--- src/rtl/pll_mon_pkg.sv ---
// Shared definitions for the PLL clock monitor: FSM state encoding and default sizing.
package pll_mon_pkg;

    localparam int DEF_WINDOW       = 256;
    localparam int DEF_CNT_W        = 12;
    localparam int DEF_LOCK_WINDOWS = 4;

    // Lock streak never exceeds 15 windows
    localparam int STREAK_W = 4;

    typedef enum logic [1:0] {
        IDLE    = 2'd0,
        MEASURE = 2'd1,
        EVAL    = 2'd2
    } state_e;

endpackage

--- src/rtl/pll_mon_edge_sync.sv ---
// Three-flop synchroniser for the PLL-derived toggle; strobe marks either edge.
module pll_mon_edge_sync (
    input  logic ext_clk,
    input  logic resetb,
    input  logic tgl_i,
    output logic strobe_o
);

    logic s1_q, s2_q, s3_q;

    always_ff @(posedge ext_clk or negedge resetb) begin
        if (!resetb) begin
            s1_q <= 1'b0;
            s2_q <= 1'b0;
            s3_q <= 1'b0;
        end else begin
            s1_q <= tgl_i;
            s2_q <= s1_q;
            s3_q <= s2_q;
        end
    end

    // s1 may be metastable; only settled stages feed the edge detector
    assign strobe_o = s2_q ^ s3_q;

endmodule

--- src/rtl/pll_clock_monitor.sv ---
// PLL frequency monitor in the ext_clk domain: counts synchronised pll_tgl edges per
// window, checks the count against cnt_min/cnt_max, and tracks lock and sticky failure.
module pll_clock_monitor
    import pll_mon_pkg::*;
#(
    parameter int WINDOW       = DEF_WINDOW,
    parameter int CNT_W        = DEF_CNT_W,
    parameter int LOCK_WINDOWS = DEF_LOCK_WINDOWS
) (
    input  logic             ext_clk,
    input  logic             resetb,
    input  logic             enable,
    input  logic             pll_tgl,
    input  logic [CNT_W-1:0] cnt_min,
    input  logic [CNT_W-1:0] cnt_max,
    input  logic             fail_clr,
    output logic             pll_ok,
    output logic             pll_fail,
    output logic [CNT_W-1:0] meas_count,
    output logic             meas_done
);

    localparam int                  WIN_W    = $clog2(WINDOW);
    localparam logic [WIN_W-1:0]    WIN_LAST = WIN_W'(WINDOW - 1);
    localparam logic [STREAK_W-1:0] LOCK_N   = STREAK_W'(LOCK_WINDOWS);

    logic                strobe;
    state_e              state_q;
    logic [WIN_W-1:0]    win_q;
    logic [CNT_W-1:0]    edge_q, edge_d;
    logic [STREAK_W-1:0] streak_q, streak_d;
    logic                pll_ok_q, pll_fail_q, meas_done_q;
    logic [CNT_W-1:0]    meas_count_q;
    logic                good, fail_set;

    pll_mon_edge_sync u_sync (
        .ext_clk  (ext_clk),
        .resetb   (resetb),
        .tgl_i    (pll_tgl),
        .strobe_o (strobe)
    );

    assign edge_d   = (strobe && (edge_q != '1)) ? edge_q + 1'b1 : edge_q;
    assign good     = (cnt_min <= edge_q) && (edge_q <= cnt_max);
    assign streak_d = !good              ? '0 :
                      (streak_q == LOCK_N) ? streak_q : streak_q + 1'b1;
    assign fail_set = (state_q == EVAL) && !good && pll_ok_q;

    always_ff @(posedge ext_clk or negedge resetb) begin
        if (!resetb) begin
            state_q      <= IDLE;
            win_q        <= '0;
            edge_q       <= '0;
            streak_q     <= '0;
            pll_ok_q     <= 1'b0;
            pll_fail_q   <= 1'b0;
            meas_count_q <= '0;
            meas_done_q  <= 1'b0;
        end else begin
            meas_done_q <= 1'b0;
            if (fail_clr)
                pll_fail_q <= 1'b0;
            case (state_q)
                IDLE: begin
                    win_q    <= '0;
                    edge_q   <= '0;
                    streak_q <= '0;
                    pll_ok_q <= 1'b0;
                    if (enable)
                        state_q <= MEASURE;
                end
                MEASURE: begin
                    if (!enable) begin
                        state_q  <= IDLE;
                        win_q    <= '0;
                        edge_q   <= '0;
                        streak_q <= '0;
                        pll_ok_q <= 1'b0;
                    end else begin
                        edge_q <= edge_d;
                        win_q  <= win_q + 1'b1;
                        // Publish the final count on EVAL entry so it is valid with meas_done
                        if (win_q == WIN_LAST) begin
                            state_q      <= EVAL;
                            meas_count_q <= edge_d;
                            meas_done_q  <= 1'b1;
                        end
                    end
                end
                EVAL: begin
                    streak_q <= streak_d;
                    pll_ok_q <= good && (streak_d == LOCK_N);
                    if (fail_set)
                        pll_fail_q <= 1'b1;
                    // An edge arriving now belongs to the next window
                    edge_q  <= CNT_W'(strobe);
                    win_q   <= '0;
                    state_q <= enable ? MEASURE : IDLE;
                end
                default: state_q <= IDLE;
            endcase
        end
    end

    assign pll_ok     = pll_ok_q;
    assign pll_fail   = pll_fail_q;
    assign meas_count = meas_count_q;
    assign meas_done  = meas_done_q;

endmodule

--- config.mk ---
export PLATFORM = sky130hd
export DESIGN_NAME = pll_clock_monitor
export DESIGN_NICKNAME = d
export VERILOG_FILES = /design/src/rtl/pll_mon_pkg.sv /design/src/rtl/pll_mon_edge_sync.sv /design/src/rtl/pll_clock_monitor.sv
export SDC_FILE = /design/constraint.sdc
export NUM_CORES = 1
export LEC_CHECK = 0
export ABC_CLOCK_PERIOD_IN_PS = 2800
export CORE_UTILIZATION = 56
export CTS_BUF_LIST = sky130_fd_sc_hd__clkbuf_4 sky130_fd_sc_hd__clkbuf_8
export DETAILED_ROUTE_END_ITERATION = 6
export PLACE_DENSITY = 0.82
export SLEW_MARGIN = 25
export SYNTH_ARGS = -nofsm -noshare
export SYNTH_HDL_FRONTEND = slang
export SYNTH_SLANG_ARGS = --single-unit
--- constraint.sdc ---
create_clock -name ext_clk -period 2.8 [get_ports ext_clk]
set_input_delay 0.42 -clock ext_clk [delete_from_list [all_inputs] [get_ports ext_clk]]
set_output_delay 0.42 -clock ext_clk [all_outputs]
set_load 0.005 [all_outputs]
* After elaboration in Yosys (flattened, before gate mapping) *
Index checks and enable logic that the tools add are counted.

storage, ports and cells
  register bits after elaboration = 44
  latch bits = 0
  bits in writable memories = 0
  memory bits (read-only) = 0
  word-level logic and storage cells = 61
  memories = 0

operators by class
  add/subtract/negate cells = 3
  multipliers = 0
  divide/modulo/power cells = 0
  magnitude comparators = 2
  equal/unequal tests = 9
  shift operators = 0
  multiplexer cells = 22
  bitwise gates (word level) = 1
  reductions and logical operators = 13

operators with widths
  operator                 number
  $pmux W12 S3             1
  $le A12 B12 Y1           2
  $mux W12                 2
  $pmux W8 S2              1
  $add A12 B1 Y12 const B  1
  $mux W4                  3
  $ne A12 B12 Y1 const B   1
  $pmux W4 S3              1
  $add A8 B1 Y8 const B    1
  $eq A4 B3 Y1 const B     2
  $eq A8 B8 Y1 const B     1
  $mux W1                  8
  $mux W8                  1
  $mux W2                  3
  $pmux W2 S3              1
  $logic_and A1 B1 Y1      5
  $add A4 B1 Y4 const B    1
  $ne A2 B2 Y1 const B     2
  $reduce_and A2 Y1        2
  $ne A3 B3 Y1 const B     1
  $pmux W1 S3              1
  $reduce_and A3 Y1        1
  $reduce_bool A3 Y1       1
  $eq A2 B1 Y1 const B     1
  other kinds (6)          6

* Logic depth before layout (Yosys ltp) *
  word-level depth = 7
  mapped depth = 9

* Hierarchy *
A second synthesis with hierarchy kept.

second synthesis, totals
  cell total of the unflattened synthesis = 325
  area total of the unflattened synthesis = 2856.5 µm²

by module, submodules not included
  module             times used  cells an instance  area an instance (µm²)
  pll_clock_monitor  1           321                2772.7
  pll_mon_edge_sync  1           4                  83.8

* Worst setup path before layout *
No wires, ideal clock.

  kind = register to register
  start = register edge_q[5]
  end = register pll_fail_q (netlist: pll_fail)
  library setup time = 0.122 ns
  arrival time = 1.842 ns
  data required time = 2.678 ns
  slack = 0.836 ns
  cell stages (with the launch flop) = 10
  buffers on the path = 1
  period minus slack after synthesis = 1.964 ns
  cell sequence = dfrtp_1 -> clkbuf_1 -> inv_1 -> ha_1 -> a211o_1 -> a21oi_1 -> nand2_1 -> o21ai_0 -> nand2_1 -> a32o_1

on the way
  word-level cells in the longest chain between the ends = 7
  elaborated cells on any way between the ends = 8
  those cells by class = order compare: 2; mux: 2; reduce/logical: 4

ends and longest elaborated chain
  element                               RTL line                 RTL
  from (decl)                           pll_clock_monitor.sv:30  logic [CNT_W-1:0] edge_q, edge_d;
  from (signal assigned)                pll_clock_monitor.sv:80  edge_q <= edge_d;
  from (signal assigned)                pll_clock_monitor.sv:96  edge_q <= CNT_W'(strobe);
  $le A12 B12 Y1                        pll_clock_monitor.sv:44  assign good = (cnt_min <= edge_q) && (edge_q <= cnt_max);
  $logic_and A1 B1 Y1 (*)               pll_clock_monitor.sv:44
  $logic_not A1 Y1 (*)                  pll_clock_monitor.sv:47  assign fail_set = (state_q == EVAL) && !good && pll_ok_q;
  $logic_and A1 B1 Y1 (*) (2 in a row)  pll_clock_monitor.sv:47
  $mux W1 (*)                           pll_clock_monitor.sv:93  if (fail_set)
  $mux W1 (*)                           pll_clock_monitor.sv:63  case (state_q)
  to (signal assigned)                  pll_clock_monitor.sv:56  pll_fail_q <= 1'b0;
  to (signal assigned)                  pll_clock_monitor.sv:62  pll_fail_q <= 1'b0;
  to (signal assigned)                  pll_clock_monitor.sv:94  pll_fail_q <= 1'b1;
  to (decl)                             pll_clock_monitor.sv:32  logic pll_ok_q, pll_fail_q, meas_done_q;

Every way passes the cells marked *; elsewhere a longest branch is shown, timed or not.
A chain may end at the register's enable or synchronous reset.

* Worst setup path after layout *
  start = input port cnt_max[11]
  end = register pll_ok_q (netlist: pll_ok)

on the way
  word-level cells in the longest chain between the ends = 6

ends and longest elaborated chain
  element                  RTL line                 RTL
  from (decl)              pll_clock_monitor.sv:15  input logic [CNT_W-1:0] cnt_max,
  $le A12 B12 Y1 (*)       pll_clock_monitor.sv:44
  $logic_and A1 B1 Y1 (*)  pll_clock_monitor.sv:44
  $mux W4                  pll_clock_monitor.sv:45  assign streak_d = !good ? '0 :
  $eq A4 B3 Y1             pll_clock_monitor.sv:92  pll_ok_q <= good && (streak_d == LOCK_N);
  $logic_and A1 B1 Y1 (*)  pll_clock_monitor.sv:92
  $pmux W1 S3 (*)          pll_clock_monitor.sv:63
  to (signal assigned)     pll_clock_monitor.sv:92
  to (decl)                pll_clock_monitor.sv:32

Marks and branches as above.

==> impl_metrics.yaml <==
floorplan:
  die_width_um: 74.17
  die_h_um: 74.17
  core_mm2: 0.004880
  rows: 25
  initial_core_util: 0.5977
  ioPinCount: 44
  die_area_mm2: 0.005500
power:
  swShare: 0.2709
  p_int_uw: 1054
  combPwrFrac: 0.183
  vdd_drop_max_v: 0.0003160
  powerDensity_mw_per_mm2: 410.5
  power_switching_uw: 391.6
  seqPwrFrac: 0.460
  leakage_uw: 0.001515
  p_clk_frac: 0.357
timing:
  setup_viol: 0
  fin_skew_ns: 0.009733
  worstMarginPinSlew_ns: 0.7452
  fin_setup_tns_ns: 0
  max-slew-margin-rel: 0.4996
  layout_setup_ws_ns: 0.4528
  rsz0062_at_grt: "false"
  period_share: 0.8383
  fin_crit_ns: 2.347
  drv_slew: 0
  fmax_mhz: 426.0
  hold_violations: 0
layout:
  syn_to_final_growth_pct: 20.76
  drive_gt1_frac: 0.06053
  n_antenna_cell: 0
  fillCellCount: 403
  nets: 440
  fin_area_mm2: 0.003522
critical_path:
  critical_path.max_fanout: 4
  critPathKind: "primary input to register"
  worstPathRequired_ns: 3.01
  setup.worst_path.end_class: "register"
  r2r_slack_ns: 0.53
  cp.arrival_ns: 2.56
  cp-start-kind: "primary input"
clock_network:
  cts_resized: 0
  cts_buffer_depth: 2
  clk_latency_ns: 0.30
  h-tree-depth: 2
  cts_hold_buf: 0
  ctsRootBufferMaster: "clkbuf_8"
  path_clk_slew_ns: 0.09
  cts_sinks: 44
  cts_buffers: 5
  cts_setup_buffers: 0
  cts_tree: "built"
global_route:
  overflow: 0
  grt_pass1_wl_um: 10930
  grt_antenna_before_repair: 0
  track_usage: 0.2657
  grt_pass1_vias: 2412
  grt_max_degree: 45
drt:
  vias: 2594
  wl_per_cell_um: 15.26
  antenna_left: 0
  vias_per_cell: 5.803
  drc_errors: 0
  first_pass_iters: 5
  drt_iter0_markers: 152
  routed_wirelength_um: 6822
place:
  placed_area_mm2: 0.003398
  dp_slack_ns: 0.2053
  port_buffers: 43
  place_congestion: 0.9172
  dp_hpwl_um: 5175
logic_synthesis:
  yosys_most_used_dff: "dfrtp_1"
  netlist_area_mm2: 0.002917
  synth_warnings: 0
  yosysSeqAreaShare: 0.3775
  syn_avg_cell_area_um2: 8.680
  netlist_top_cells_count: "dfrtp_1 (44), a21oi_1 (39), ha_1 (32), inv_1 (31), nor2_1 (31)"
  synth_area_leader_cell: "dfrtp_1"
  synth_edf_count: 0
  synth_cell_types: 46
  ys_async_sr_fraction: 1.000
  synth_fp_nets: 397
  synth_cells: 336
  ys_seq_elements: 44
  yosys.area.top_type_share: 0.3775
  synth_most_common_cell: "dfrtp_1"
  synth_area_leaders: "dfrtp_1 (38%), ha_1 (14%), a21oi_1 (6.7%)"
status:
  status: "complete, no violations"
job:
  cap_viol_max_count: 0
min_path:
  min_path_type: "primary input to asynchronous set/reset pin"
-- stage by stage --
step | util | hold WS [ns] | power [uW] | std cells
after floorplan | - | 0.1244 | 834.9 | 336
after global placement | 0.6964 | 0.3345 | 930.2 | 439
after detailed placement | 0.6964 | 0.3405 | 938.8 | 439
after CTS | 0.7213 | 0.3137 | 1453 | 447
after global routing | 0.7218 | 0.1563 | 1507 | 447
final | 0.7218 | 0.1238 | 1446 | 447
-- power by group through the flow --
stage	combinational, uW	clock (uW)	sequential, uW
final	265	516	665
after global placement	253	0	677
after floorplan	160	0	675
after detailed placement	261	0	678
after global routing	296	544	667
after CTS	262	526	666
-- final cells by class --
type                       instances  area, um2  area share
multi-input combinational        250       1645      0.4671
sequential                        44       1101      0.3126
timing repair buffer              46      450.4      0.1279
inverter                          32      120.1     0.03410
tap                               67      83.83     0.02380
clock buffer                       6      82.58     0.02345
clock inverter                     2      38.79     0.01101
-- final timing paths --
| kind | start | to | depth (start not counted) |
|---|---|---|---|
| worst max register to register | edge_q[5]$_DFFE_PN0P_ | pll_ok$_DFFE_PN0P_ | 8 |
| worst max-delay path | cnt_max[11] | pll_ok$_DFFE_PN0P_ | 9 |
| max in group asynchronous | resetb | win_q[1]$_DFFE_PN0P_ | 1 |
| worst min register to register | u_sync.s1_q$_DFF_PN0_ | u_sync.s2_q$_DFF_PN0_ | 0 |
| worst min-delay path | resetb | edge_q[10]$_DFFE_PN0P_ | 1 |
| min in group ext_clk | u_sync.s1_q$_DFF_PN0_ | u_sync.s2_q$_DFF_PN0_ | 0 |
-- cell usage in the layout, fill, tap and decap left out, types with 3 or more instances in the layout --
cell type,n
or3_1,6
dfrtp_1,44
o211ai_1,3
nand3_1,14
nand4_1,11
clkdlybuf4s50_1,42
o21ai_0,28
a21oi_1,39
a32o_1,3
xnor2_1,11
clkbuf_8,6
ha_1,32
and3_1,4
buf_4,4
inv_1,31
nor2b_1,4
nor3_1,5
nor2_1,31
o21a_1,4
nand2_1,22
-- logic make-up after synthesis --
group | synth area share
flops | 0.3775
simple gates | 0.1995
xor+xnor | 0.03904
fa+ha+maj | 0.1373
compound gates | 0.1883
buf+inv | 0.05834
-- per-layer routing --
layer	routed length, um	global-route usage
met5	0	0
met4	127	0.1047
met3	355	0.04336
met2	3303	0.4495
met1	3035	0.3406
-- state kept, by name, summed over array words and instances, names as in the netlist --
| name | cells |
|---|---|
| edge_q | 12 |
| meas_count | 12 |
| win_q | 8 |
| streak_q | 4 |
| state_q | 2 |
| meas_done | 1 |
| pll_fail | 1 |
| pll_ok | 1 |
| u_sync.s1_q | 1 |
| u_sync.s2_q | 1 |
| u_sync.s3_q | 1 |
-- critical path, cell delays in order --
cell and delay (ns):
clkdlybuf4s50_1 0.46, inv_1 0.04, ha_1 0.31, a21oi_1 0.15
o21a_1 0.15, o211ai_1 0.08, o21ai_0 0.46, nand3_1 0.26
o21ai_0 0.22
Note: power is estimated with default switching activity, not from simulation.
